**src/rtl/alu_pkg.sv**
```systemverilog
// Shared ALU op encodings, legality helper and issue-controller FSM states.
package alu_pkg;

    typedef enum logic [2:0] {
        OP_ADD = 3'b000,
        OP_SUB = 3'b001,
        OP_AND = 3'b010,
        OP_OR  = 3'b011,
        OP_NOT = 3'b100
    } alu_op_e;

    typedef enum logic [1:0] {
        S_IDLE,
        S_ISSUE,
        S_CAPTURE,
        S_RESP
    } state_e;

    typedef struct packed {
        logic zero;
        logic carry;
        logic err;
    } rsp_flags_t;

    function automatic logic is_legal(input logic [2:0] op);
        return op <= 3'(OP_NOT);
    endfunction

endpackage

```
**src/rtl/alu_issue_ctrl_if.sv**
```systemverilog
// Command and response channels between the host/sequencer and alu_issue_ctrl.
interface alu_issue_ctrl_if #(
    parameter int NREG = 4
);
    localparam int RA_W = $clog2(NREG);

    logic            cmd_valid;
    logic            cmd_ready;
    logic [2:0]      cmd_op;
    logic [RA_W-1:0] cmd_src1;
    logic [RA_W-1:0] cmd_src2;
    logic [RA_W-1:0] cmd_dst;

    logic            rsp_valid;
    logic            rsp_ready;
    logic [3:0]      rsp_data;
    logic [RA_W-1:0] rsp_dst;
    logic            rsp_zero;
    logic            rsp_carry;
    logic            rsp_err;

    modport master (
        output cmd_valid, cmd_op, cmd_src1, cmd_src2, cmd_dst, rsp_ready,
        input  cmd_ready, rsp_valid, rsp_data, rsp_dst, rsp_zero, rsp_carry, rsp_err
    );

    modport slave (
        input  cmd_valid, cmd_op, cmd_src1, cmd_src2, cmd_dst, rsp_ready,
        output cmd_ready, rsp_valid, rsp_data, rsp_dst, rsp_zero, rsp_carry, rsp_err
    );

endinterface

```
**src/rtl/alu_regfile.sv**
```systemverilog
// NREG x 4-bit register file: two async read ports, host + writeback write ports.
module alu_regfile #(
    parameter int NREG = 4,
    parameter int RA_W = $clog2(NREG)
) (
    input  logic            clk,
    input  logic            rst_n,
    input  logic [RA_W-1:0] rd_addr0,
    output logic [3:0]      rd_data0,
    input  logic [RA_W-1:0] rd_addr1,
    output logic [3:0]      rd_data1,
    input  logic            host_we,
    input  logic [RA_W-1:0] host_addr,
    input  logic [3:0]      host_data,
    input  logic            wb_we,
    input  logic [RA_W-1:0] wb_addr,
    input  logic [3:0]      wb_data
);

    logic [NREG-1:0][3:0] rf;

    assign rd_data0 = rf[rd_addr0];
    assign rd_data1 = rf[rd_addr1];

    // Writeback beats a same-cycle host write to the same register.
    for (genvar g = 0; g < NREG; g++) begin : g_reg
        always_ff @(posedge clk or negedge rst_n) begin
            if (!rst_n)
                rf[g] <= 4'd0;
            else if (wb_we && wb_addr == RA_W'(g))
                rf[g] <= wb_data;
            else if (host_we && host_addr == RA_W'(g))
                rf[g] <= host_data;
        end
    end

endmodule

```
**src/rtl/alu_issue_ctrl.sv**
```systemverilog
// Issues register-addressed commands to a combinational 4-bit ALU, writes back
// the result and returns a status response; one command in flight.
module alu_issue_ctrl
    import alu_pkg::*;
#(
    parameter int NREG = 4
) (
    input  logic                     clk,
    input  logic                     rst_n,
    input  logic                     wr_en,
    input  logic [$clog2(NREG)-1:0]  wr_addr,
    input  logic [3:0]               wr_data,
    alu_issue_ctrl_if.slave          bus,
    output logic [3:0]               alu_a,
    output logic [3:0]               alu_b,
    output logic [2:0]               alu_sel,
    input  logic [3:0]               alu_result
);

    localparam int RA_W = $clog2(NREG);

    state_e          state, state_nx;
    logic            accept, wb_we;
    logic [2:0]      op_q;
    logic [RA_W-1:0] dst_q;
    logic [3:0]      a_q, b_q, rd_a, rd_b;
    logic [4:0]      sum5;
    logic            carry_c;
    rsp_flags_t      flags;

    alu_regfile #(.NREG(NREG), .RA_W(RA_W)) u_rf (
        .clk       (clk),
        .rst_n     (rst_n),
        .rd_addr0  (bus.cmd_src1),
        .rd_data0  (rd_a),
        .rd_addr1  (bus.cmd_src2),
        .rd_data1  (rd_b),
        .host_we   (wr_en),
        .host_addr (wr_addr),
        .host_data (wr_data),
        .wb_we     (wb_we),
        .wb_addr   (dst_q),
        .wb_data   (alu_result)
    );

    always_ff @(posedge clk or negedge rst_n) begin
        if (!rst_n) state <= S_IDLE;
        else        state <= state_nx;
    end

    always_comb begin
        state_nx = state;
        case (state)
            S_IDLE:    if (accept) state_nx = is_legal(bus.cmd_op) ? S_ISSUE : S_RESP;
            S_ISSUE:   state_nx = S_CAPTURE;
            S_CAPTURE: state_nx = S_RESP;
            S_RESP:    if (bus.rsp_ready) state_nx = S_IDLE;
            default:   state_nx = S_IDLE;
        endcase
    end

    always_comb begin
        bus.cmd_ready = (state == S_IDLE);
        bus.rsp_valid = (state == S_RESP);
        wb_we         = (state == S_CAPTURE);
    end

    assign accept = bus.cmd_valid && bus.cmd_ready;

    // Carry/borrow come from the latched operands, not from the ALU.
    assign sum5    = {1'b0, a_q} + {1'b0, b_q};
    assign carry_c = (op_q == 3'(OP_ADD)) ? sum5[4] :
                     (op_q == 3'(OP_SUB)) ? (a_q < b_q) : 1'b0;

    always_ff @(posedge clk or negedge rst_n) begin
        if (!rst_n) begin
            op_q         <= 3'd0;
            dst_q        <= '0;
            a_q          <= 4'd0;
            b_q          <= 4'd0;
            alu_a        <= 4'd0;
            alu_b        <= 4'd0;
            alu_sel      <= 3'd0;
            bus.rsp_data <= 4'd0;
            bus.rsp_dst  <= '0;
            flags        <= '0;
        end else begin
            case (state)
                S_IDLE: if (accept) begin
                    op_q  <= bus.cmd_op;
                    dst_q <= bus.cmd_dst;
                    a_q   <= rd_a;
                    b_q   <= rd_b;
                    if (!is_legal(bus.cmd_op)) begin
                        bus.rsp_data <= 4'd0;
                        bus.rsp_dst  <= bus.cmd_dst;
                        flags        <= '{zero: 1'b1, carry: 1'b0, err: 1'b1};
                    end
                end
                S_ISSUE: begin
                    alu_a   <= a_q;
                    alu_b   <= b_q;
                    alu_sel <= op_q;
                end
                S_CAPTURE: begin
                    bus.rsp_data <= alu_result;
                    bus.rsp_dst  <= dst_q;
                    flags        <= '{zero: (alu_result == 4'd0), carry: carry_c, err: 1'b0};
                end
                default: ;
            endcase
        end
    end

    assign bus.rsp_zero  = flags.zero;
    assign bus.rsp_carry = flags.carry;
    assign bus.rsp_err   = flags.err;

endmodule

```
**src/flat_wrapper.sv**
```systemverilog
// flat-port wrapper written by rule: the top's interface ports become plain ports
module alu_issue_ctrl_flat import alu_pkg::*;
#(
    parameter int NREG = 4
)
  (clk, rst_n, wr_en, wr_addr, wr_data, alu_a, alu_b, alu_sel, alu_result, bus_cmd_valid, bus_cmd_op, bus_cmd_src1, bus_cmd_src2, bus_cmd_dst, bus_rsp_ready, bus_cmd_ready, bus_rsp_valid, bus_rsp_data, bus_rsp_dst, bus_rsp_zero, bus_rsp_carry, bus_rsp_err);
  alu_issue_ctrl_if #(.NREG(NREG)) bus_i ();
  input  logic clk;
  input  logic rst_n;
  input  logic wr_en;
  input  logic [$clog2(NREG)-1:0] wr_addr;
  input  logic [3:0] wr_data;
  output logic [3:0] alu_a;
  output logic [3:0] alu_b;
  output logic [2:0] alu_sel;
  input  logic [3:0] alu_result;
  input wire logic [$bits(bus_i.cmd_valid)-1:0] bus_cmd_valid;
  input wire logic [$bits(bus_i.cmd_op)-1:0] bus_cmd_op;
  input wire logic [$bits(bus_i.cmd_src1)-1:0] bus_cmd_src1;
  input wire logic [$bits(bus_i.cmd_src2)-1:0] bus_cmd_src2;
  input wire logic [$bits(bus_i.cmd_dst)-1:0] bus_cmd_dst;
  input wire logic [$bits(bus_i.rsp_ready)-1:0] bus_rsp_ready;
  output wire logic [$bits(bus_i.cmd_ready)-1:0] bus_cmd_ready;
  output wire logic [$bits(bus_i.rsp_valid)-1:0] bus_rsp_valid;
  output wire logic [$bits(bus_i.rsp_data)-1:0] bus_rsp_data;
  output wire logic [$bits(bus_i.rsp_dst)-1:0] bus_rsp_dst;
  output wire logic [$bits(bus_i.rsp_zero)-1:0] bus_rsp_zero;
  output wire logic [$bits(bus_i.rsp_carry)-1:0] bus_rsp_carry;
  output wire logic [$bits(bus_i.rsp_err)-1:0] bus_rsp_err;
  assign bus_i.cmd_valid = bus_cmd_valid;
  assign bus_i.cmd_op = bus_cmd_op;
  assign bus_i.cmd_src1 = bus_cmd_src1;
  assign bus_i.cmd_src2 = bus_cmd_src2;
  assign bus_i.cmd_dst = bus_cmd_dst;
  assign bus_i.rsp_ready = bus_rsp_ready;
  assign bus_cmd_ready = bus_i.cmd_ready;
  assign bus_rsp_valid = bus_i.rsp_valid;
  assign bus_rsp_data = bus_i.rsp_data;
  assign bus_rsp_dst = bus_i.rsp_dst;
  assign bus_rsp_zero = bus_i.rsp_zero;
  assign bus_rsp_carry = bus_i.rsp_carry;
  assign bus_rsp_err = bus_i.rsp_err;
  alu_issue_ctrl #(.NREG(NREG)) u_core (.clk(clk), .rst_n(rst_n), .wr_en(wr_en), .wr_addr(wr_addr), .wr_data(wr_data), .bus(bus_i), .alu_a(alu_a), .alu_b(alu_b), .alu_sel(alu_sel), .alu_result(alu_result));
endmodule
```
**config.mk**
```make
export PLATFORM = sky130hd
export DESIGN_NAME = alu_issue_ctrl_flat
export DESIGN_NICKNAME = d
export VERILOG_FILES = /design/src/rtl/alu_pkg.sv /design/src/rtl/alu_issue_ctrl_if.sv /design/src/rtl/alu_regfile.sv /design/src/rtl/alu_issue_ctrl.sv /design/src/flat_wrapper.sv
export SDC_FILE = /design/constraint.sdc
export NUM_CORES = 1
export LEC_CHECK = 0
export BUFFER_PORTS_ARGS = -buffer_cell sky130_fd_sc_hd__buf_2
export CAP_MARGIN = 30
export CORE_ASPECT_RATIO = 0.9
export CORE_MARGIN = 2
export CORE_UTILIZATION = 50
export DETAILED_ROUTE_END_ITERATION = 8
export GPL_ROUTABILITY_DRIVEN = 0
export GPL_TIMING_DRIVEN = 1
export PLACE_DENSITY_LB_ADDON = 0.25
export SYNTH_ARGS = -nofsm -noshare
export SYNTH_HDL_FRONTEND = slang
export SYNTH_SLANG_ARGS = --single-unit
```
**constraint.sdc**
```tcl
create_clock -name clk -period 2 [get_ports clk]
set_input_delay 0.1 -clock clk [delete_from_list [all_inputs] [get_ports clk]]
set_output_delay 0.1 -clock clk [all_outputs]
set_load 0.01 [all_outputs]
```
### Word level (Yosys, flattened, before mapping)

Cells that the tools add are included.

| storage, ports and cells | value |
|---|---|
| register bits after elaboration | 51 |
| bits of input ports | 24 |
| output and inout port bits | 22 |
| logic and storage cells | 84 |

| cells by class | value |
|---|---|
| add/subtract/negate cells | 1 |
| $lt $le $gt $ge | 4 |
| equality and inequality tests | 13 |
| muxes and demuxes | 27 |
| reduce and logical (&&, ||, !) cells | 22 |

Operators by type and width:

| cell | number |
|---|---|
| $mux W4 | 12 |
| $bmux W4 S2 | 2 |
| $eq A2 B2 Y1 const B | 6 |
| $mux W2 | 5 |
| $reduce_bool A2 Y1 | 5 |
| $logic_and A1 B1 Y1 | 9 |
| $pmux W2 S4 | 1 |
| $pmux W4 S2 | 1 |
| $eq A2 B1 Y1 const B | 3 |
| $logic_not A2 Y1 | 3 |
| $lt A2 B3 Y1 const B | 2 |
| $mux W3 | 2 |
| $ne A2 B2 Y1 const B | 3 |
| $pmux W3 S2 | 1 |
| $add A4 B4 Y5 | 1 |
| $logic_not A4 Y1 | 1 |
| $lt A4 B4 Y1 | 1 |
| $pmux W2 S2 | 1 |
| $reduce_and A2 Y1 | 2 |
| $eq A3 B1 Y1 const B | 1 |
| $le A3 B3 Y1 const B | 1 |
| $logic_not A3 Y1 | 1 |
| $reduce_and A3 Y1 | 1 |
| $mux W1 | 2 |

### Longest topological paths before layout

Gate-level depths: netlist of run 1.

| logic depth | value |
|---|---|
| word-level depth | 4 |
| mapped depth | 8 |
| gate-level depth less buffers | 7 |

### Modules after synthesis

A second synthesis of run 1 with hierarchy kept.

| second synthesis, totals | value |
|---|---|
| cell total of the unflattened synthesis | 209 |
| area, all modules | 2565.0 µm² |

By module, submodules not included:

| module | times used | cells an instance | area an instance (µm²) | seq. area each (µm²) |
|---|---|---|---|---|
| alu_issue_ctrl | 1 | 128 | 1605.3 | 875.8 |
| alu_regfile | 1 | 81 | 959.7 | 400.4 |

### Worst setup path before layout of run 1

No wires, ideal clock.

| timing path | value |
|---|---|
| path kind | reg2reg |
| start | reg u_core.state[0] |
| end | reg u_core.flags (netlist bit u_core.bus.rsp_carry) |
| library setup time | 0.074 ns |
| data arrival time | 1.687 ns |
| data required time | 1.926 ns |
| path slack | 0.239 ns |
| stages on the path, launching flop included | 9 |
| path buffers | 1 |
| clock period less this slack | 1.761 ns |
| cells stage by stage | dfrtp_1 inv_1 ha_1 nand2_2 or2_1 buf_6 o21ai_4 nand4_2 o21ai_2 |

| on the way | value |
|---|---|
| longest elaborated chain between the ends | 4 |
| elaborated cells on any way between the ends | 8 |
| those cells by class | eq/ne (3); mux (1); reduce/logical (4) |

RTL lines:

| item | line | source |
|---|---|---|
| start: declaration | alu_issue_ctrl.sv:22 | `state_e state, state_nx;` |
| start signal: assignment | alu_issue_ctrl.sv:48 | `else state <= state_nx;` |
| $logic_not A2 Y1 * | alu_issue_ctrl.sv:63 | `bus.cmd_ready = (state == S_IDLE);` |
| via bus_cmd_ready | flat_wrapper.sv:23 | `output wire logic [$bits(bus_i.cmd_ready)-1:0] bus_cmd_ready;` |
| $logic_and A1 B1 Y1 | alu_issue_ctrl.sv:68 | `assign accept = bus.cmd_valid && bus.cmd_ready;` |
| $ne A2 B2 Y1 (no source line) | -- |  |
| $reduce_and A3 Y1 (no source line) | -- |  |
| end signal: assignment | alu_issue_ctrl.sv:97 | `flags <= '{zero: 1'b1, carry: 1'b0, err: 1'b1};` |
| end signal: assignment | alu_issue_ctrl.sv:108 | `flags <= '{zero: (alu_result == 4'd0), carry: carry_c, err: 1'b0};` |
| end: declaration | alu_issue_ctrl.sv:29 | `rsp_flags_t flags;` |

Mark *: on every way through the listed nets, which the timed path passes. The rest lies on a longest branch.
A chain may end at the register's enable or synchronous reset.

### Worst setup path in the final report of run 1

| timing path | value |
|---|---|
| start | reg u_core.state[0] |
| end | reg u_core.u_rf.rf[5] (netlist name) |

| on the way | value |
|---|---|
| longest elaborated chain between the ends | 3 |
| elaborated cells on any way between the ends | 4 |
| those cells by class | eq/ne (1); mux (1); reduce/logical (2) |

RTL lines:

| item | line | source |
|---|---|---|
| $eq A2 B2 Y1 * | alu_issue_ctrl.sv:65 | `wb_we = (state == S_CAPTURE);` |
| $logic_and A1 B1 Y1 * | alu_regfile.sv:30 | `else if (wb_we && wb_addr == RA_W'(g))` |
| $mux W4 / $reduce_bool A2 Y1 (equally long branches) | -- |  |
| end signal: indexed assignment | alu_regfile.sv:31 | `rf[g] <= wb_data;` |
| end signal: indexed assignment | alu_regfile.sv:33 | `rf[g] <= host_data;` |
| end: declaration | alu_regfile.sv:20 | `logic [NREG-1:0][3:0] rf;` |

Every way passes the cells marked *; elsewhere a longest branch is shown, timed or not.

==> impl_metrics.tcl, run 1 <==
set metrics [dict create \
    dr.pass1.iters 4 \
    grt_pass1_vias 1747 \
    netlist-cell-type-count 28 \
    final_cells 337 \
    cpMaxStageDelayCell "dfrtp_1" \
    cts_root_buf "clkbuf_8" \
    rsz0062_at_grt "false" \
    synthAdderAreaFrac_pct 5.36 \
    synth_fp_nets 253 \
    critPathMaxStageDelay_ns 0.41 \
    power.total_mw 4.42 \
    viasPerCell 5.36 \
    yosysTopAreaCell "dfrtp_1" \
    yosys-top-cells-area "dfrtp_1, mux2_2, mux2i_1" \
    critPathMaxFanout 10 \
    fin_area_mm2 0.00300 \
    multi_input_area_mm2 0.00122 \
    cp.depth 5 \
    grt_pass1_wl_um 8880 \
    hp-class "input port to flip-flop" \
    final-seq-area_mm2 0.00128 \
    cts_tree "done" \
    pre_cts_slack_ns 0.308 \
    synth-simple-area-share_pct 9.69 \
    antenna_found_initial 0 \
    p_leak_nw 1.46 \
    holdWs_ns 0.0311 \
    drive_gt1_share_pct 34.6 \
    die-area_mm2 0.00573 \
    ys_ff_latch 51 \
    start_util_pct 52.5 \
    die_w_um 79.6 \
    cap_violations 0 \
    io_pins 46 \
    wl_met1_um 2530 \
    swShare_pct 37.0 \
    wl_met3_um 187 \
    setup_tns_ns 0 \
    cp.required_ns 2.17 \
    tightestPinTransition_ns 0.646 \
    seq_power_share_pct 43.1 \
    fillers 424 \
    yosysTopAreaCellShare_pct 49.7 \
    slew_viol_final 0 \
    syn_inst 218 \
    critPathTopFamily "simple AND/OR/NAND/NOR gates" \
    synthXorXnorAreaFrac_pct 0 \
    overflow 0 \
    startpoint_type "flip-flop" \
    via_count 1807 \
    clock_power_share_pct 14.8 \
    whs_path_depth 2 \
    dp_cells 328 \
    fmax_ghz 0.588 \
    combPwrFrac_pct 42.1 \
    netlist_area_mm2 0.00257 \
    syn2layout_area_growth_pct 16.6 \
    synth_compound_area_share_pct 8.03 \
    htreeDepth 2 \
    dpl_cell_area_mm2 0.00289 \
    power.switching_mw 1.63 \
    drtIter0Drc 101 \
    numCtsBuffers 5 \
    status "complete, no violations" \
    wirelength_um 5180 \
    worstSkewPairLatency_ns 0.31 \
    highest_layer "met4" \
    ys_seq_area_share_pct 49.7 \
    clkSinkCount 51 \
    timing_worst_setup_path_type "flip-flop to flip-flop" \
    io_buffers 45 \
    finalHoldViolations 0 \
    post_cts_buffers 0 \
    yosysWarningCount 0 \
    path_clk_slew_ns 0.09 \
    coreArea_mm2 0.00489 \
    final_nets 306 \
    clockBufferDepth 2 \
    die_y_um 72.0 \
    finalClockSkew_ns 0.00780 \
    crit_chain "inv_1 > ha_1 > nand2_1 > nor2_1 > o21ai_0" \
    syn-mean-instance-area_um2 11.8 \
    max_slew_margin_pct 56.9 \
    period_share_pct 85.1 \
    worst_setup_path_end_kind "flip-flop" \
    power.density_mw_per_mm2 1470 \
    cp.arrival_ns 1.88 \
    post_drt_wl_per_cell_um 15.4 \
    fin_util_pct 61.2 \
    fin_ws_ns 0.299 \
    finalSetupViolCount 0 \
    peakVddDrop_v 0.000572 \
    crit_buf_inv 1 \
    detail-route-antenna-nets 0 \
    rows 24 \
    reg2reg_depth 5 \
    dp_hpwl_um 3940 \
    drc 0 \
    grt.total_usage_pct 20.5 \
    diodes 0 \
    dr_wl_met2_um 2370 \
    p_int_mw 2.78 \
    muxShareOfSynthArea_pct 24.5 \
    synth_top_family_by_area "multiplexers" \
    grt_start_max_net_pins 52 \
    period_minus_slack_ns 1.70 \
]
path summary, 6_finish.rpt:
check                                                   start                                  to  slack [ns]
max                               u_core.state[0]$_DFFE_PN0P_       u_core.u_rf.rf[5]$_DFFE_PN0P_        0.30
max reg2reg                       u_core.state[0]$_DFFE_PN0P_       u_core.u_rf.rf[5]$_DFFE_PN0P_        0.30
max in group asynchronous                               rst_n           u_core.a_q[2]$_DFFE_PN0P_        1.12
min reg2reg                u_core.bus.rsp_data[2]$_DFFE_PN0P_  u_core.bus.rsp_data[2]$_DFFE_PN0P_        0.47
min in group asynchronous                               rst_n         u_core.alu_a[0]$_DFFE_PN0N_        0.43
min                                             bus_cmd_op[2]          u_core.op_q[2]$_DFFE_PN0P_        0.03
routing by layer:
| layer | up-vias | track usage [%] |
|---|---|---|
| met3 | 8 | 3.73 |
| met1 | 874 | 30.7 |
| met2 | 38 | 29.6 |
| li1 | 887 | - |
| met5 | - | 0 |
| met4 | 0 | 8.62 |
power by group through the flow:
stage / registers, mW / clock network, mW / logic, mW
finish: 1.90 / 0.653 / 1.86
detailed placement: 1.92 / 0 / 1.88
global route: 1.99 / 0.709 / 2.09
CTS: 1.90 / 0.669 / 1.88
global placement: 1.90 / 0 / 1.82
floorplan: 1.88 / 0 / 1.28
kinds of logic after synthesis:
family	count (synthesis)
simple gates	54
flops	51
mux	50
compound gates	36
buf+inv	16
fa+ha+maj	11
repair_timing:
item,4_1_cts,5_1_grt
hold buffers,1,0
resized for setup,0,0
endpoints found under the hold margin,51,0
flip-flops by register name, indices dropped and copies added (netlist names):
| signal | count |
|---|---|
| u_core.a_q | 4 |
| u_core.alu_a | 4 |
| u_core.alu_b | 4 |
| u_core.alu_sel | 3 |
| u_core.b_q | 4 |
| u_core.bus.rsp_carry | 1 |
| u_core.bus.rsp_data | 4 |
| u_core.bus.rsp_dst | 2 |
| u_core.bus.rsp_err | 1 |
| u_core.bus.rsp_zero | 1 |
| u_core.dst_q | 2 |
| u_core.op_q | 3 |
| u_core.state | 2 |
| u_core.u_rf.rf | 16 |
area by class of cell:
type,count,area share [%]
clock buffers,8,3.34
repair buffers,51,9.11
flip-flops and latches,51,42.6
inverters,11,1.38
multi-input cells,151,40.9
well taps,65,2.72
cells in the final DEF, fill, tap and decap left out:
master / n
o21ai_0: 21
nor3_1: 3
buf_2: 45
dfrtp_1: 51
a21boi_0: 1
buf_4: 5
nand3b_1: 2
nor2_1: 9
o22ai_1: 1
nand2_1: 29
o21ai_2: 1
a21oi_1: 7
clkbuf_8: 7
ha_1: 11
o21ai_4: 1
mux2_2: 24
and3_1: 1
nand3_1: 5
mux4_2: 8
nand4_2: 1
a311oi_1: 1
dlygate4sd3_1: 1
nand2_2: 1
or2_1: 1
clkbuf_1: 1
mux2i_1: 18
inv_1: 11
nor3b_2: 1
a31oi_1: 3
or4_1: 1
cell usage after synthesis:
cell type  instances
nor2_1             9
nand2_1           29
nand2_2            1
nor3_1             3
nand3_1            5
or4_1              1
a21boi_0           1
o21ai_4            1
mux2i_1           18
ha_1              11
inv_1             11
buf_6              1
nand3b_1           2
o22ai_1            1
clkbuf_1           2
and3_1             1
o21ai_0           21
o21ai_2            1
or2_1              1
nor3b_2            1
a21oi_1            7
dfrtp_1           51
mux4_2             8
nand4_2            1
mux2_2            24
a311oi_1           1
buf_2              2
a31oi_1            3
Note: power is estimated with default switching activity, not from simulation.
==> inputs of run 2 (changes only) <==
--- a/config.mk
+++ b/config.mk
@@ -13,6 +13,7 @@
 export DETAILED_ROUTE_END_ITERATION = 8
 export GPL_ROUTABILITY_DRIVEN = 0
 export GPL_TIMING_DRIVEN = 1
+export MAX_ROUTING_LAYER = met4
 export PLACE_DENSITY_LB_ADDON = 0.25
 export SYNTH_ARGS = -nofsm -noshare
 export SYNTH_HDL_FRONTEND = slang
==> constraint.sdc (replaced) <==
create_clock -name clk -period 2.1 [get_ports clk]
set_input_delay 0.105 -clock clk [delete_from_list [all_inputs] [get_ports clk]]
set_output_delay 0.105 -clock clk [all_outputs]
set_load 0.01 [all_outputs]
==> run 2 against run 1 <==
Effect of this change:
- combinational power decreased by 5%
- critical path depth increased by 3
- worst setup slack got worse by 0.062 ns
- utilization decreased by 0.28 points
- wire length increased by 0.12%
- critical path type unchanged
- largest power group unchanged
- die area unchanged
- register-to-register slack got worse by 0.06 ns
- count of clock-buffer cells in the layout decreased by 1
- cell area decreased by 0.46%
- global-route usage decreased by 0.13 points
==> impl_metrics.tcl, run 2 (synthesis results as in run 1) <==
set metrics [dict create \
    die-area_mm2 0.00573 \
    power.density_mw_per_mm2 1380 \
    dp_hpwl_um 4080 \
    rsz0062_at_grt "false" \
    die_y_um 72.0 \
    critPathMaxFanout 14 \
    status "complete, no violations" \
    diodes 0 \
    via_count 1779 \
    path_clk_slew_ns 0.09 \
    finalSetupViolCount 0 \
    rows 24 \
    wl_met1_um 2600 \
    cts_root_buf "clkbuf_8" \
    viasPerCell 5.29 \
    post_drt_wl_per_cell_um 15.4 \
    max_slew_margin_pct 56.7 \
    start_util_pct 52.5 \
    finalHoldViolations 0 \
    fin_ws_ns 0.237 \
    overflow 0 \
    drtIter0Drc 81 \
    period_share_pct 88.7 \
    antenna_found_initial 0 \
    min_from "bus_cmd_op[2]" \
    clockBufferDepth 2 \
    tightestPinTransition_ns 0.649 \
    cts_tree "done" \
    grt_pass1_vias 1720 \
    cpMaxStageDelayCell "dfrtp_1" \
    timing_worst_setup_path_type "flip-flop to flip-flop" \
    coreArea_mm2 0.00489 \
    finalClockSkew_ns 0.00595 \
    dp_cells 327 \
    cp.required_ns 2.33 \
    slew_viol_final 0 \
    die_w_um 79.6 \
    fin_area_mm2 0.00298 \
    dr.pass1.iters 4 \
    startpoint_type "flip-flop" \
    numCtsBuffers 5 \
    clkSinkCount 51 \
    pre_cts_slack_ns 0.259 \
    peakVddDrop_v 0.000709 \
    grt_pass1_wl_um 8780 \
    worstSkewPairLatency_ns 0.30 \
    largest_register "u_core.u_rf.rf" \
    startpoint "u_core.state[0]$_DFFE_PN0P_" \
    critPathMaxStageDelay_ns 0.39 \
    cp.arrival_ns 2.10 \
    cap_violations 0 \
    detail-route-antenna-nets 0 \
    r2r_start "u_core.state[0]$_DFFE_PN0P_" \
    final_nets 305 \
    hp-class "input port to flip-flop" \
    largest_reg_flops 16 \
    worst_setup_path_end_kind "flip-flop" \
    mostFrequentLayoutCells "dfrtp_1, buf_2, nand2_1, mux2_2, o21ai_0" \
    ctsResizeCount 0 \
    drc 0 \
    final_common_cell "dfrtp_1" \
    highest_layer "met4" \
    dr_wl_met2_um 2340 \
    wl_met3_um 198 \
    setup_tns_ns 0 \
    htreeDepth 2 \
    fmax_ghz 0.537 \
    post_cts_buffers 0 \
    drive_gt1_share_pct 33.9 \
    wirelength_um 5180 \
    p_leak_nw 1.45 \
    grt.total_usage_pct 20.4 \
    dpl_cell_area_mm2 0.00289 \
    syn2layout_area_growth_pct 16.0 \
    period_minus_slack_ns 1.86 \
    grt_start_max_net_pins 29 \
    io_buffers 45 \
    io_pins 46 \
    crit_chain "inv_1 > ha_1 > nand2_2 > buf_4 > nor2_1 > a21oi_1 > nand2_1 > o21ai_2" \
    final_cells 336 \
]
## run 2: cell count changes in the layout (fill, tap and decap cells not counted)
cell,before,now
buf_12,0,1
buf_4,5,3
clkbuf_1,1,2
clkbuf_8,7,5
clkinv_2,0,1
## run 2: final timing paths
check                                                      to  slack (ns)  cells past startpoint
max                          u_core.bus.rsp_carry$_DFFE_PN0P_        0.24                      8
min                                u_core.op_q[2]$_DFFE_PN0P_        0.06                      2
max reg2reg                  u_core.bus.rsp_carry$_DFFE_PN0P_        0.24                      8
min reg2reg                u_core.bus.rsp_data[3]$_DFFE_PN0P_        0.47                      2
max in group asynchronous      u_core.u_rf.rf[12]$_DFFE_PN0P_        1.18                      3
min in group asynchronous         u_core.alu_b[2]$_DFFE_PN0N_        0.37                      2
## run 2: routing by layer
| metal | global-route usage, % | vias up |
|---|---|---|
| li1 | - | 877 |
| met1 | 29.7 | 857 |
| met2 | 30.1 | 39 |
| met3 | 3.86 | 6 |
| met4 | 4.60 | 0 |
| met5 | - | - |
## run 2: critical path, delay by kind of cell, from the launching register on
kind,cells,cell delay (ns)
AOI/OAI and AO/OA,2,0.44
DFF,1,0.39
buffers and inverters,2,0.31
adders and majority gates,1,0.33
and+or+nand+nor,3,0.33
## run 2: area by class of cell
| class | instances | area (um2) |
|---|---|---|
| clock buffers | 7 | 76.3 |
| clock inverters | 1 | 5.00 |
| fillers | 422 | 1910 |
| inverters | 11 | 41.3 |
| multi-input cells | 151 | 1220 |
| flip-flops and latches | 51 | 1280 |
| well taps | 65 | 81.3 |
| repair buffers | 50 | 278 |
## run 2: what timing repair did
action	4_1_cts	5_1_grt
hold buffers	1	0
endpoints found under the hold margin	27	0
setup endpoints to repair	0	0
## run 2: per-stage QoR
step                hold slack (ns)  utilization [%]  power (mW)
floorplan                    -0.191                -        3.01
global placement              0.159             59.0        3.52
detailed placement            0.165             59.0        3.62
CTS                          0.0524             60.9        4.15
global route                 0.0622             60.9        4.47
finish                       0.0589             60.9        4.13
## run 2: power by group
part	total [mW]	switching [mW]	leakage, nW	internal, mW
combinational	1.77	0.880	0.786	0.893
clock	0.537	0.302	0.0422	0.235
sequential	1.82	0.364	0.623	1.45
